### src/rtl/alarm_controller.sv
// Alarm clock keypad/button sequencer: Moore FSM steering display select and load strobes.
// Define ALARM_CONTROLLER_TIMEOUT_EN to abandon keypad entry after TIMEOUT_SECS idle seconds.
module alarm_controller #(
    parameter int unsigned TIMEOUT_SECS = 10,
    parameter logic [3:0]  NOKEY        = 4'd10
) (
    input  logic       clock,
    input  logic       reset_n,
    input  logic       one_second,
    input  logic [3:0] key,
    input  logic       alarm_button,
    input  logic       time_button,
    output logic       show_new_time,
    output logic       show_alarm,
    output logic       shift,
    output logic       load_new_a,
    output logic       load_new_c
);

    typedef enum logic [2:0] {
        SHOW_TIME,
        KEY_STORED,
        KEY_WAITED,
        KEY_ENTRY,
        SHOW_ALARM,
        SET_ALARM_TIME,
        SET_CURRENT_TIME
    } state_t;

    state_t state_q, state_d;
    logic   key_pressed;
    logic   timeout;

    assign key_pressed = (key != NOKEY);

`ifdef ALARM_CONTROLLER_TIMEOUT_EN
    localparam logic [3:0] TIMEOUT_LAST = 4'(TIMEOUT_SECS - 1);

    logic [3:0] cnt_q, cnt_d;
    logic       counting;

    assign counting = (state_q == KEY_WAITED) || (state_q == KEY_ENTRY);
    assign timeout  = one_second && (cnt_q == TIMEOUT_LAST);

    // Count restarts with every digit; it only runs while waiting on the keypad.
    always_comb begin
        cnt_d = cnt_q;
        if (!counting || state_d == KEY_STORED) begin
            cnt_d = 4'd0;
        end else if (one_second && cnt_q != 4'hF) begin
            cnt_d = cnt_q + 4'd1;
        end
    end

    always_ff @(posedge clock or negedge reset_n) begin
        if (!reset_n) begin
            cnt_q <= 4'd0;
        end else begin
            cnt_q <= cnt_d;
        end
    end
`else
    logic unused_one_second;

    assign unused_one_second = one_second;
    assign timeout           = 1'b0;
`endif

    always_ff @(posedge clock or negedge reset_n) begin
        if (!reset_n) begin
            state_q <= SHOW_TIME;
        end else begin
            state_q <= state_d;
        end
    end

    always_comb begin
        state_d = state_q;
        case (state_q)
            SHOW_TIME: begin
                if (alarm_button) begin
                    state_d = SHOW_ALARM;
                end else if (key_pressed) begin
                    state_d = KEY_STORED;
                end
            end
            KEY_STORED: state_d = KEY_WAITED;
            // A held key must be released before the next digit can be taken.
            KEY_WAITED: begin
                if (!key_pressed) begin
                    state_d = KEY_ENTRY;
                end else if (timeout) begin
                    state_d = SHOW_TIME;
                end
            end
            KEY_ENTRY: begin
                if (alarm_button) begin
                    state_d = SET_ALARM_TIME;
                end else if (time_button) begin
                    state_d = SET_CURRENT_TIME;
                end else if (key_pressed) begin
                    state_d = KEY_STORED;
                end else if (timeout) begin
                    state_d = SHOW_TIME;
                end
            end
            SHOW_ALARM: begin
                if (!alarm_button) begin
                    state_d = SHOW_TIME;
                end
            end
            SET_ALARM_TIME:   state_d = SHOW_TIME;
            SET_CURRENT_TIME: state_d = SHOW_TIME;
            default:          state_d = SHOW_TIME;
        endcase
    end

    always_comb begin
        show_new_time = (state_q == KEY_STORED) || (state_q == KEY_WAITED) || (state_q == KEY_ENTRY);
        show_alarm    = (state_q == SHOW_ALARM);
        shift         = (state_q == KEY_STORED);
        load_new_a    = (state_q == SET_ALARM_TIME);
        load_new_c    = (state_q == SET_CURRENT_TIME);
    end

endmodule

### config.mk
export PLATFORM = sky130hd
export DESIGN_NAME = alarm_controller
export DESIGN_NICKNAME = d
export VERILOG_FILES = /design/src/rtl/alarm_controller.sv
export SDC_FILE = /design/constraint.sdc
export NUM_CORES = 1
export LEC_CHECK = 0
export CAP_MARGIN = 30
export CORE_AREA = 2 2 39 41
export DETAILED_ROUTE_END_ITERATION = 7
export DIE_AREA = 0 0 41 43
export PLACE_DENSITY = 0.5
export RECOVER_POWER = 25
export SLEW_MARGIN = 20
export SYNTH_ARGS = -nofsm -noshare
export SYNTH_HDL_FRONTEND = slang
export SYNTH_SLANG_ARGS = --single-unit
export TNS_END_PERCENT = 10
### constraint.sdc
create_clock -name clock -period 1.3 [get_ports clock]
set_clock_uncertainty 0.05 [all_clocks]
set_input_delay 0.26 -clock clock [delete_from_list [all_inputs] [get_ports clock]]
set_output_delay 0.26 -clock clock [all_outputs]
set_load 0.005 [all_outputs]
### Yosys cells after proc, flatten, opt, wreduce, memory -nomap -nowiden

Index checks and enable logic that the tools add are counted.

| cells by class | value |
|---|---|
| equal/unequal tests | 9 |
| magnitude comparators | 0 |
| multiply operators | 0 |
| mux-type cells | 7 |
| add/subtract/negate cells | 0 |
| reductions and logical operators | 4 |
| shift-type cells | 0 |
| divide/modulo/power cells | 0 |
| bitwise operators | 0 |

Operators by type and width:

| operator | count |
|---|---|
| two-way mux 3 bit | 6 |
| case mux 3 bit (5 select lines) | 1 |
| equality test 3 bit (second input constant) | 3 |
| equality test 3 x 2 -> 1 bit (second input constant) | 2 |
| != test 2 bit (second input constant) | 2 |
| != test 4 bit (second input constant) | 1 |
| equality test 3 x 1 -> 1 bit (second input constant) | 1 |
| logical NOT 3 bit | 1 |
| logical OR 1 bit | 2 |
| AND reduction 2 bit | 1 |

| storage, ports and cells | value |
|---|---|
| output and inout bits | 5 |
| logic and storage cells | 21 |
| latch bits | 0 |
| bits in read-only memories | 0 |
| flip-flop bits (word level) | 3 |
| input bits | 9 |
| memory bits (writable) | 0 |
| memories kept | 0 |

### Longest topological paths before layout

Gate-level depths: netlist of the first run.

| logic depth | value |
|---|---|
| word-level depth | 5 |
| gate-level depth with buffers | 4 |
| depth with buffers taken out | 3 |

### Worst setup path after synthesis of the first run

No wires, ideal clock.

| timing | value |
|---|---|
| kind | reg2reg |
| start point | register state_q[1] |
| end point | register state_q[0] |
| data arrival time | 1.076 ns |
| data required time | 1.172 ns |
| cell stages (with the launch flop) | 4 |
| period minus slack after synthesis | 1.204 ns |
| buffers on the path | 1 |
| slack | 0.096 ns |
| setup time | 0.078 ns |
| cell sequence | dfrtp_1 -> buf_6 -> or4_1 -> a21oi_1 |

| on the way | value |
|---|---|
| word-level cells in the longest chain between the ends | 3 |

Ends and longest elaborated chain:

| element | RTL line | text |
|---|---|---|
| start, declared | 30 | `state_t state_q, state_d;` |
| start signal, assigned | 73 | `state_q <= state_d;` |
| equality test 3 x 2 -> 1 bit / equality test 3 bit (equally long branches) | 79 | `case (state_q)` |
| != test 2 bit (no source line) | - |  |
| AND reduction 2 bit (no source line) | - |  |

Several ways; a longest one is shown, not always the timed one.
A chain may end at the register's enable or synchronous reset.

### Worst setup path after layout of the first run

| timing | value |
|---|---|
| start point | register state_q[0] |
| end point | register state_q[0] |

| on the way | value |
|---|---|
| word-level cells in the longest chain between the ends | 4 |

Ends and longest elaborated chain:

| element | RTL line |
|---|---|
| two-way mux 3 bit (3 in series) | - |
| case mux 3 bit (5 select lines) | 79 |

Several ways; a longest one is shown, not always the timed one.

==> run metrics, run 1 <==
status finished, violations left; failing checks setup timing; Slowest-stage cell, CP or4_4; HPWL after DPL 416 um; H-Tree Depth 1; RSZ-0062 raised after global routing yes; I/O Pins 14; Nets 60; fin crit share 108%; Largest Register state_q; Die H 43 um; clock sink total 3; largest delay contributor family on the critical path simple AND/OR/NAND/NOR gates; # setup viols final 4; Crit path largest cell delay 0.51 ns; CTS Buf Count 3; Seq/Total Area, Yosys 36.6%; CTS tree built; syn nets 31; Chip Width 41 um; top post-synthesis cells by area dfrtp_1 (37%), and3b_2 (9.8%), nor3b_1 (7.3%); Yosys top cell area share 36.6%; global placement routability congestion 0.639; biggest regs state_q x3; Initial Util 14.8%; routed wire length 707 um; Yosys Warn Count 0; post-route cell area 499 um^2; Hold Violations, Final 0; Area Overhead vs Synth 143%; DR WL/cell 10.7 um; class of the worst hold path primary input to async pin; die area 1760 um^2; # fillers 153; Max IR drop VDD 0.525 mV; Setup TNS -0.304 ns; synth cell count leaders dfrtp_1 (3), nor2_1 (3), and3b_2 (2), nand2_1 (2), nor3b_1 (2); Post-synth EDFFs 0; share of power burned in registers 17.8%; initial DRC count 9; Max-Slew Margin vs Limit 81.4%; Gate power share 67.1%; GRT Total Usage 10.5%; asr flop ratio synth 100%; clk root buf clkbuf_4; Clock power frac 15.2%; Critical Path Sink Type flip-flop; worst path arrival time 1.51 ns; Remaining DRCs 0; Top FF cell, synth dfrtp_1; Leak Pwr 0.000230 uW; Mean Syn Cell Area 9.33 um^2; Sw Share 33.1%; via count 289; Power Dens Cells 2160 nW/um^2; Util after Layout 36.1%; first-pass GRT wire length 1.17 mm; max cap viols 0; Setup WS post-layout -0.105 ns; worst-margin pin slew 0.276 ns; initial antenna violation count 0; std cell rows 14; Fmax 712 MHz; Post-DP Area 367 um^2; diodes inserted 0; Critical Path RT 1.41 ns; Int Pwr 721 uW; Slew Limit Fails 0; Congestion Overflow GR 0; Vias/cell 4.38; type of origin of the critical path flip-flop; vias in the first global route 289; PortBufs 12; Max Root-Sink Buffers 2; clock-pin slew of the registers on the worst-case setup and hold paths 0.04 ns; total core area 1380 um^2; layout cells sized above 1 64.0%; remaining antenna violation count after routing 0; area leader, netlist dfrtp_1; Netlist cell types 15; clk_lat worst skew 0.23 ns; Mapped Area 205 um^2; number of buffers and inverters on the critical path 2; largest net degree at the start of global routing 5; Syn Inst Count 22; cell repeated most along the worst path buf_6; first-pass detailed-route iteration total 4; flops & latches, synth 3; crit-path max FO 4; P_sw 357 uW; worst path cell trace buf_6 -> buf_6 -> or4_4 -> a21oi_2; Setup CP Type flip-flop to flip-flop; fin crit period 1.40 ns; max FFs per register 3
==> power by group through the flow <==
stage | clock network [uW] | logic (uW) | registers (uW)
after global placement | 0 | 382 | 200
final | 164 | 723 | 191
after global routing | 190 | 783 | 200
after CTS | 174 | 646 | 184
after detailed placement | 0 | 387 | 203
after floorplan | 0 | 218 | 162
==> through the flow <==
step | worst slack, ns | instances | power (uW) | hold slack [ns]
2_1_floorplan | 0.0964 | 22 | 381 | -0.0856
3_3_place_gp | -0.280 | 53 | 582 | 0.398
3_5_place_dp | -0.294 | 53 | 589 | 0.399
4_1_cts | -0.112 | 66 | 1000 | 0.149
5_1_grt | -0.154 | 66 | 1170 | 0.222
6_report | -0.105 | 66 | 1080 | 0.227
==> worst paths after layout <==
check,depth (start not counted),endpoint,startpoint,slack (ns)
worst min register to register,3,state_q[0],state_q[2],0.63
max in group asynchronous,1,state_q[2],reset_n,0.81
worst max-delay path,4,state_q[0],state_q[0],-0.10
worst min-delay path,1,state_q[1],reset_n,0.23
worst max register to register,4,state_q[0],state_q[0],-0.10
min in group clock,3,state_q[0],state_q[2],0.63
==> layer usage <==
layer / global-route usage (%) / routed length, um / vias up
met5: 0 / 0 / -
met4: 12.0 / 23 / 0
met3: 2.09 / 58 / 2
met2: 13.4 / 356 / 19
met1: 12.8 / 269 / 129
li1: - / - / 139
==> layout by cell type, fill, tap and decap left out <==
| cell | synthesis | layout |
|---|---|---|
| a21oi_2 | 0 | 1 |
| and3b_2 | 2 | 2 |
| buf_2 | 1 | 4 |
| buf_4 | 0 | 8 |
| buf_6 | 1 | 7 |
| clkbuf_1 | 0 | 1 |
| clkbuf_4 | 0 | 3 |
| clkdlybuf4s50_1 | 0 | 6 |
| dfrtp_1 | 3 | 2 |
| dfrtp_2 | 0 | 1 |
| dlygate4sd3_1 | 0 | 1 |
| nand2_1 | 2 | 2 |
| nand3_1 | 1 | 1 |
| nand3b_1 | 1 | 1 |
| nor2_1 | 3 | 1 |
| nor2_2 | 0 | 1 |
| nor2_4 | 0 | 1 |
| nor3b_2 | 0 | 2 |
| nor4bb_2 | 0 | 1 |
| o211ai_1 | 1 | 1 |
| o311a_1 | 1 | 1 |
| o31ai_1 | 1 | 1 |
| or4_4 | 0 | 1 |
==> cells by family (layout without fill, tap and decap cells) <==
group | count (synthesis) | after routing | share of synthesized area, %
AOI/OAI and AO/OA | 4 | 4 | 14.6
buffers and inverters | 2 | 30 | 7.92
DFF | 3 | 3 | 36.6
and+or+nand+nor | 13 | 13 | 40.9
==> cell type report <==
type	instances	area, um^2	area share, %
Tap cell	16	20.0	4.01
Sequential cell	3	76.3	15.3
Timing Repair Buffer	26	229	45.9
Multi-Input combinational cell	17	148	29.6
Clock buffer	4	26.3	5.26
==> timing repair <==
item | CTS | global route
setup endpoints to repair | 6 | 7
hold buffers | 0 | 0
gates cloned | 0 | 0
resized for setup | 29 | 7
buffers inserted | 9 | 0
pin swaps | 4 | 1
(Power assumes the default switching activity.)
==> run 2, diff against run 1 <==
- REMOVE_ABC_BUFFERS: default -> 1
==> run 2 against run 1 <==
The run still ends with setup timing left. Final cell count fell by 3.0%. Final area decreased by 4.8%. Sequential share of layout area is 0.50 points higher.
==> run metrics, run 2 (synthesized netlist as in run 1, its figures left out) <==
status finished, violations left; failing checks setup timing; R2R Path End state_q[0]; # setup viols final 6 (+2); most common cell after layout, fill and taps aside buf_4; clock-pin slew of the registers on the worst-case setup and hold paths 0.04 ns (about the same); worst-margin pin slew 0.257 ns (-0.0185 ns); first-pass GRT wire length 1.25 mm (+6.4%); GRT Total Usage 11.7% (+1.1 points); total core area 1380 um^2 (unchanged); clk root buf clkbuf_4; RSZ-0062 raised after global routing yes; Max IR drop VDD 0.517 mV (-1.4%); Clock power frac 16.1% (+0.9 points); Congestion Overflow GR 0 (unchanged); Leak Pwr 0.000219 uW (-4.8%); Initial Util 14.8% (unchanged); Post-DP Area 367 um^2 (unchanged); Area Overhead vs Synth 132%; routed wire length 727 um (+2.8%); H-Tree Depth 1 (unchanged); Critical Path RT 1.41 ns (about the same); via count 300 (+3.8%); post-route cell area 475 um^2 (-4.8%); fin crit share 107% (-0.64 points); Power Total 1010 uW (-6.2%); Largest Register state_q; Vias/cell 4.69 (+7.1%); Max-Slew Margin vs Limit 82.6% (+1.3 points); largest net degree at the start of global routing 6 (+1); Critical Path Source state_q[1]; Sw Share 34.7% (+1.6 points); global placement routability congestion 0.790 (+24%); Remaining DRCs 0 (unchanged); share of power burned in registers 18.6% (+0.8 points); Critical Path Sink Type flip-flop; max FFs per register 3 (unchanged); Crit path largest cell delay 0.47 ns (-0.04 ns); initial DRC count 4 (-5); Worst path depth 4 (unchanged); worst path arrival time 1.50 ns (about the same); Slowest-stage cell, CP or4_4; clk_lat worst skew 0.23 ns (about the same); first-pass detailed-route iteration total 4 (unchanged); class of the worst hold path primary input to async pin; PortBufs 12 (unchanged); Setup CP Type flip-flop to flip-flop; clock sink total 3 (unchanged); HPWL after DPL 413 um (-0.79%); DR WL/cell 11.4 um (+6.0%); Int Pwr 660 uW (-8.5%); Worst Setup EP state_q[0]; Setup WS post-layout -0.0964 ns (+0.00832 ns); CTS Hold Bufs 0 (unchanged); CTS Buf Count 3 (unchanged); I/O Pins 14 (unchanged); diodes inserted 0 (unchanged); Final Non-Filler Cells 64 (-3.0%); crit-path max FO 4 (unchanged); layout cells sized above 1 60.4% (-3.6 points); Hold Violations, Final 0 (unchanged); Placed Cells 53 (unchanged); Worst R2R Path Depth 4 (unchanged); Nets 58 (-3.3%); biggest regs state_q x3; std cell rows 14 (unchanged); reg2reg start state_q[1]; P_sw 351 uW (-1.6%); number of buffers and inverters on the critical path 2 (unchanged); Chip Width 41 um (unchanged); type of origin of the critical path flip-flop; # fillers 157 (+2.6%); worst path cell trace buf_6 -> buf_4 -> or4_4 -> a21oi_2; Slew Limit Fails 0 (unchanged); flop2flop setup slack -0.1 ns (about the same); max cap viols 0 (unchanged); fin crit period 1.40 ns (-0.00832 ns); Die H 43 um (unchanged); Fmax 716 MHz (+0.60%); Power Dens Cells 2130 nW/um^2 (-1.5%); initial antenna violation count 0 (unchanged); Gate power share 65.3% (-1.8 points); most frequent cells in the layout buf_4 (8), clkdlybuf4s50_1 (6), buf_6 (5); remaining antenna violation count after routing 0 (unchanged); largest delay contributor family on the critical path simple AND/OR/NAND/NOR gates; Place WS -0.282 ns (+0.0117 ns); Max Root-Sink Buffers 2 (unchanged); vias in the first global route 314 (+8.7%); CTS tree built; die area 1760 um^2 (unchanged)
-- run 2: area by class of cell --
type	instances	area [um^2]	area share, %
clock buffers	4	26.3	5.53
well taps	16	20.0	4.21
repair buffers	24	206	43.4
multi-input cells	17	148	31.1
flip-flops and latches	3	75.1	15.8
-- run 2: per-stage QoR --
stage | util, % | TNS (ns) | hold slack (ns)
floorplan | - | 0 | -0.0856
global placement | 26.5 | -1.15 | 0.400
CTS | 33.5 | -0.382 | 0.151
finish | 34.4 | -0.416 | 0.225
detailed placement | 26.5 | -1.26 | 0.400
global route | 34.4 | -0.689 | 0.224
-- run 2: power groups by stage --
stage	combinational, uW	clock [uW]	sequential [uW]
finish	660	163	188
global route	713	182	196
CTS	632	170	180
detailed placement	387	0	204
global placement	385	0	200
floorplan	138	0	201
-- run 2: worst min-delay path by stage --
stage,startpoint,end,cells after the start
finish,reset_n,state_q[2],1
global route,reset_n,state_q[2],1
CTS,reset_n,state_q[2],1
detailed placement,reset_n,state_q[1],1
global placement,reset_n,state_q[2],1
floorplan,reset_n,state_q[0],0
-- run 2: what timing repair did --
action / in CTS / in global routing
setup buffers: 8 / 0
setup endpoints to repair: 6 / 7
resized for setup: 31 / 2
pin swaps: 4 / 1
-- run 2: layer usage --
metal	GRT usage, %	share of wire [%]
met5	0	0
met4	15.3	6.1
met3	4.71	10
met2	15.6	51
met1	11.0	32
==> run 3, diff against run 2 <==
- CTS_CLUSTER_SIZE: default -> 16
- SETUP_SLACK_MARGIN: default -> 0.15
==> run 3 against run 2 <==
Utilization increased by 1.4 points. The flow still finishes with violations (setup timing). Clock power is essentially flat. Power is 2.6% higher. Final cell count stayed put. Global-route usage rose by 0.60 points. Largest power group unchanged. First-iteration DRC count fell by 25%. Critical path depth grew 1. Critical endpoint unchanged. Die area did not move. Largest cell class unchanged. Sequential power is essentially flat.
==> run metrics, run 3 (synthesized netlist as in run 1, its figures left out) <==
fin crit share 113% (+5.9 points); Power Total 1040 uW (+2.6%); Place WS -0.282 ns (unchanged); final hold slack 0.224 ns (-0.00101 ns); Critical Path RT 1.41 ns (about the same); clk root buf clkbuf_4; Worst Setup EP state_q[0]; routed wire length 759 um (+4.4%); Remaining DRCs 0 (unchanged); first-pass detailed-route iteration total 4 (unchanged); Max IR drop VDD 0.579 mV (+12%); CTS tree built; Slowest-stage cell, CP or4_4; PortBufs 12 (unchanged); remaining antenna violation count after routing 0 (unchanged); Worst R2R Path Depth 5 (+1); Worst path depth 5 (+1); HPWL after DPL 413 um (unchanged); initial antenna violation count 0 (unchanged); DR WL/cell 11.9 um (+4.4%); initial DRC count 3 (-1); worst path cell trace buf_6 -> buf_6 -> buf_6 -> or4_4 -> a21oi_2; Fmax 679 MHz (-5.2%); via count 293 (-2.3%); GRT Total Usage 12.3% (+0.60 points); Critical Path Sink Type flip-flop; failing checks setup timing; class of the worst hold path primary input to async pin; Nets 58 (unchanged); largest net degree at the start of global routing 6 (unchanged); number of buffers and inverters on the critical path 3 (+1); global placement routability congestion 0.790 (unchanged); Initial Util 14.8% (unchanged); Max Root-Sink Buffers 2 (unchanged); Power Dens Cells 2100 nW/um^2 (-1.3%); type of origin of the critical path flip-flop; total core area 1380 um^2 (unchanged); most frequent cells in the layout buf_6 (7), clkdlybuf4s50_1 (6), buf_4 (6); Vias/cell 4.58 (-2.3%); first-pass GRT wire length 1.30 mm (+4.5%); cell repeated most along the worst path buf_6; max FFs per register 3 (unchanged); die area 1760 um^2 (unchanged); # setup viols final 7 (+1); most common cell after layout, fill and taps aside buf_6; status finished, violations left; Setup WS post-layout -0.173 ns (-0.0762 ns); Hold Violations, Final 0 (unchanged); std cell rows 14 (unchanged); Critical Path Source state_q[1]; clock sink total 3 (unchanged); clock-pin slew of the registers on the worst-case setup and hold paths 0.04 ns (about the same); reg2reg start state_q[1]; layout cells sized above 1 62.5% (+2.1 points); Setup CP Type flip-flop to flip-flop; Congestion Overflow GR 0 (unchanged); Max-Slew Margin vs Limit 82.4% (-0.25 points); worst path arrival time 1.58 ns (+0.08 ns); biggest regs state_q x3; Chip Width 41 um (unchanged); CTS Buf Count 3 (unchanged); RSZ-0062 raised after global routing yes; clk_lat worst skew 0.23 ns (about the same); largest delay contributor family on the critical path simple AND/OR/NAND/NOR gates; R2R Path End state_q[0]; max cap viols 0 (unchanged); diodes inserted 0 (unchanged); I/O Pins 14 (unchanged); Slew Limit Fails 0 (unchanged); Crit path largest cell delay 0.47 ns (about the same); Largest Register state_q; Area Overhead vs Synth 141%; Leak Pwr 0.000221 uW (+0.88%); fin crit period 1.47 ns (+0.0762 ns); Die H 43 um (unchanged); vias in the first global route 322 (+2.5%); worst-margin pin slew 0.261 ns (+0.00370 ns); H-Tree Depth 1 (unchanged); flop2flop setup slack -0.17 ns (-0.08 ns); crit-path max FO 2 (-2)
==> run 3: changes by cell type in the layout (fill, tap and decap cells not counted) <==
cell,delta
clkdlybuf4s15_1,+1
o31ai_1,-1
dfrtp_2,+1
o31ai_2,+1
buf_6,+2
buf_2,-2
buf_4,-2
dfrtp_1,-1
clkbuf_2,+1
==> run 3: worst min-delay path by stage <==
stage                            end  slack, ns  depth (start not counted)
after global routing      state_q[2]       0.22                          1
after CTS                 state_q[2]       0.15                          1
after detailed placement  state_q[1]       0.40                          1
final                     state_q[2]       0.22                          1
after floorplan           state_q[0]      -0.09                          0
after global placement    state_q[2]       0.40                          1
==> run 3: per-layer routing <==
layer,vias to the layer above,global-route usage [%],share of wire (%)
li1,134,-,-
met1,139,11.0,31
met2,16,18.8,57
met3,4,4.19,8.2
met4,0,13.3,3.7
met5,-,0,0
==> run 3: cell type report <==
class	count	area, um^2
fill	154	890
timing repair buffer	24	219
multi-input combinational	17	153
sequential	3	76.3
clock buffer	4	26.3
tap	16	20.0
==> run 3: per-stage QoR <==
stage / cells / cell area, um^2 / util [%] / TNS (ns)
3_5_place_dp: 53 / 367 / 26.5 / -1.26
6_report: 64 / 494 / 35.7 / -0.564
2_1_floorplan: 20 / 189 / - / 0
3_3_place_gp: 53 / 367 / 26.5 / -1.15
4_1_cts: 64 / 483 / 34.9 / -0.587
5_1_grt: 64 / 494 / 35.7 / -0.922
==> run 3: power by group <==
| part | internal (uW) | switching (uW) | leakage (uW) |
|---|---|---|---|
| Combinational | 425 | 257 | 0.000169 |
| Sequential | 141 | 49.5 | 0.0000371 |
| Clock | 115 | 49.0 | 0.0000150 |
==> run 3: repair_timing <==
item	in CTS	in global routing
buffers inserted	7	0
hold buffers	0	0
resized for setup	29	5
endpoints found under the setup margin	7	8
pin swaps	5	2
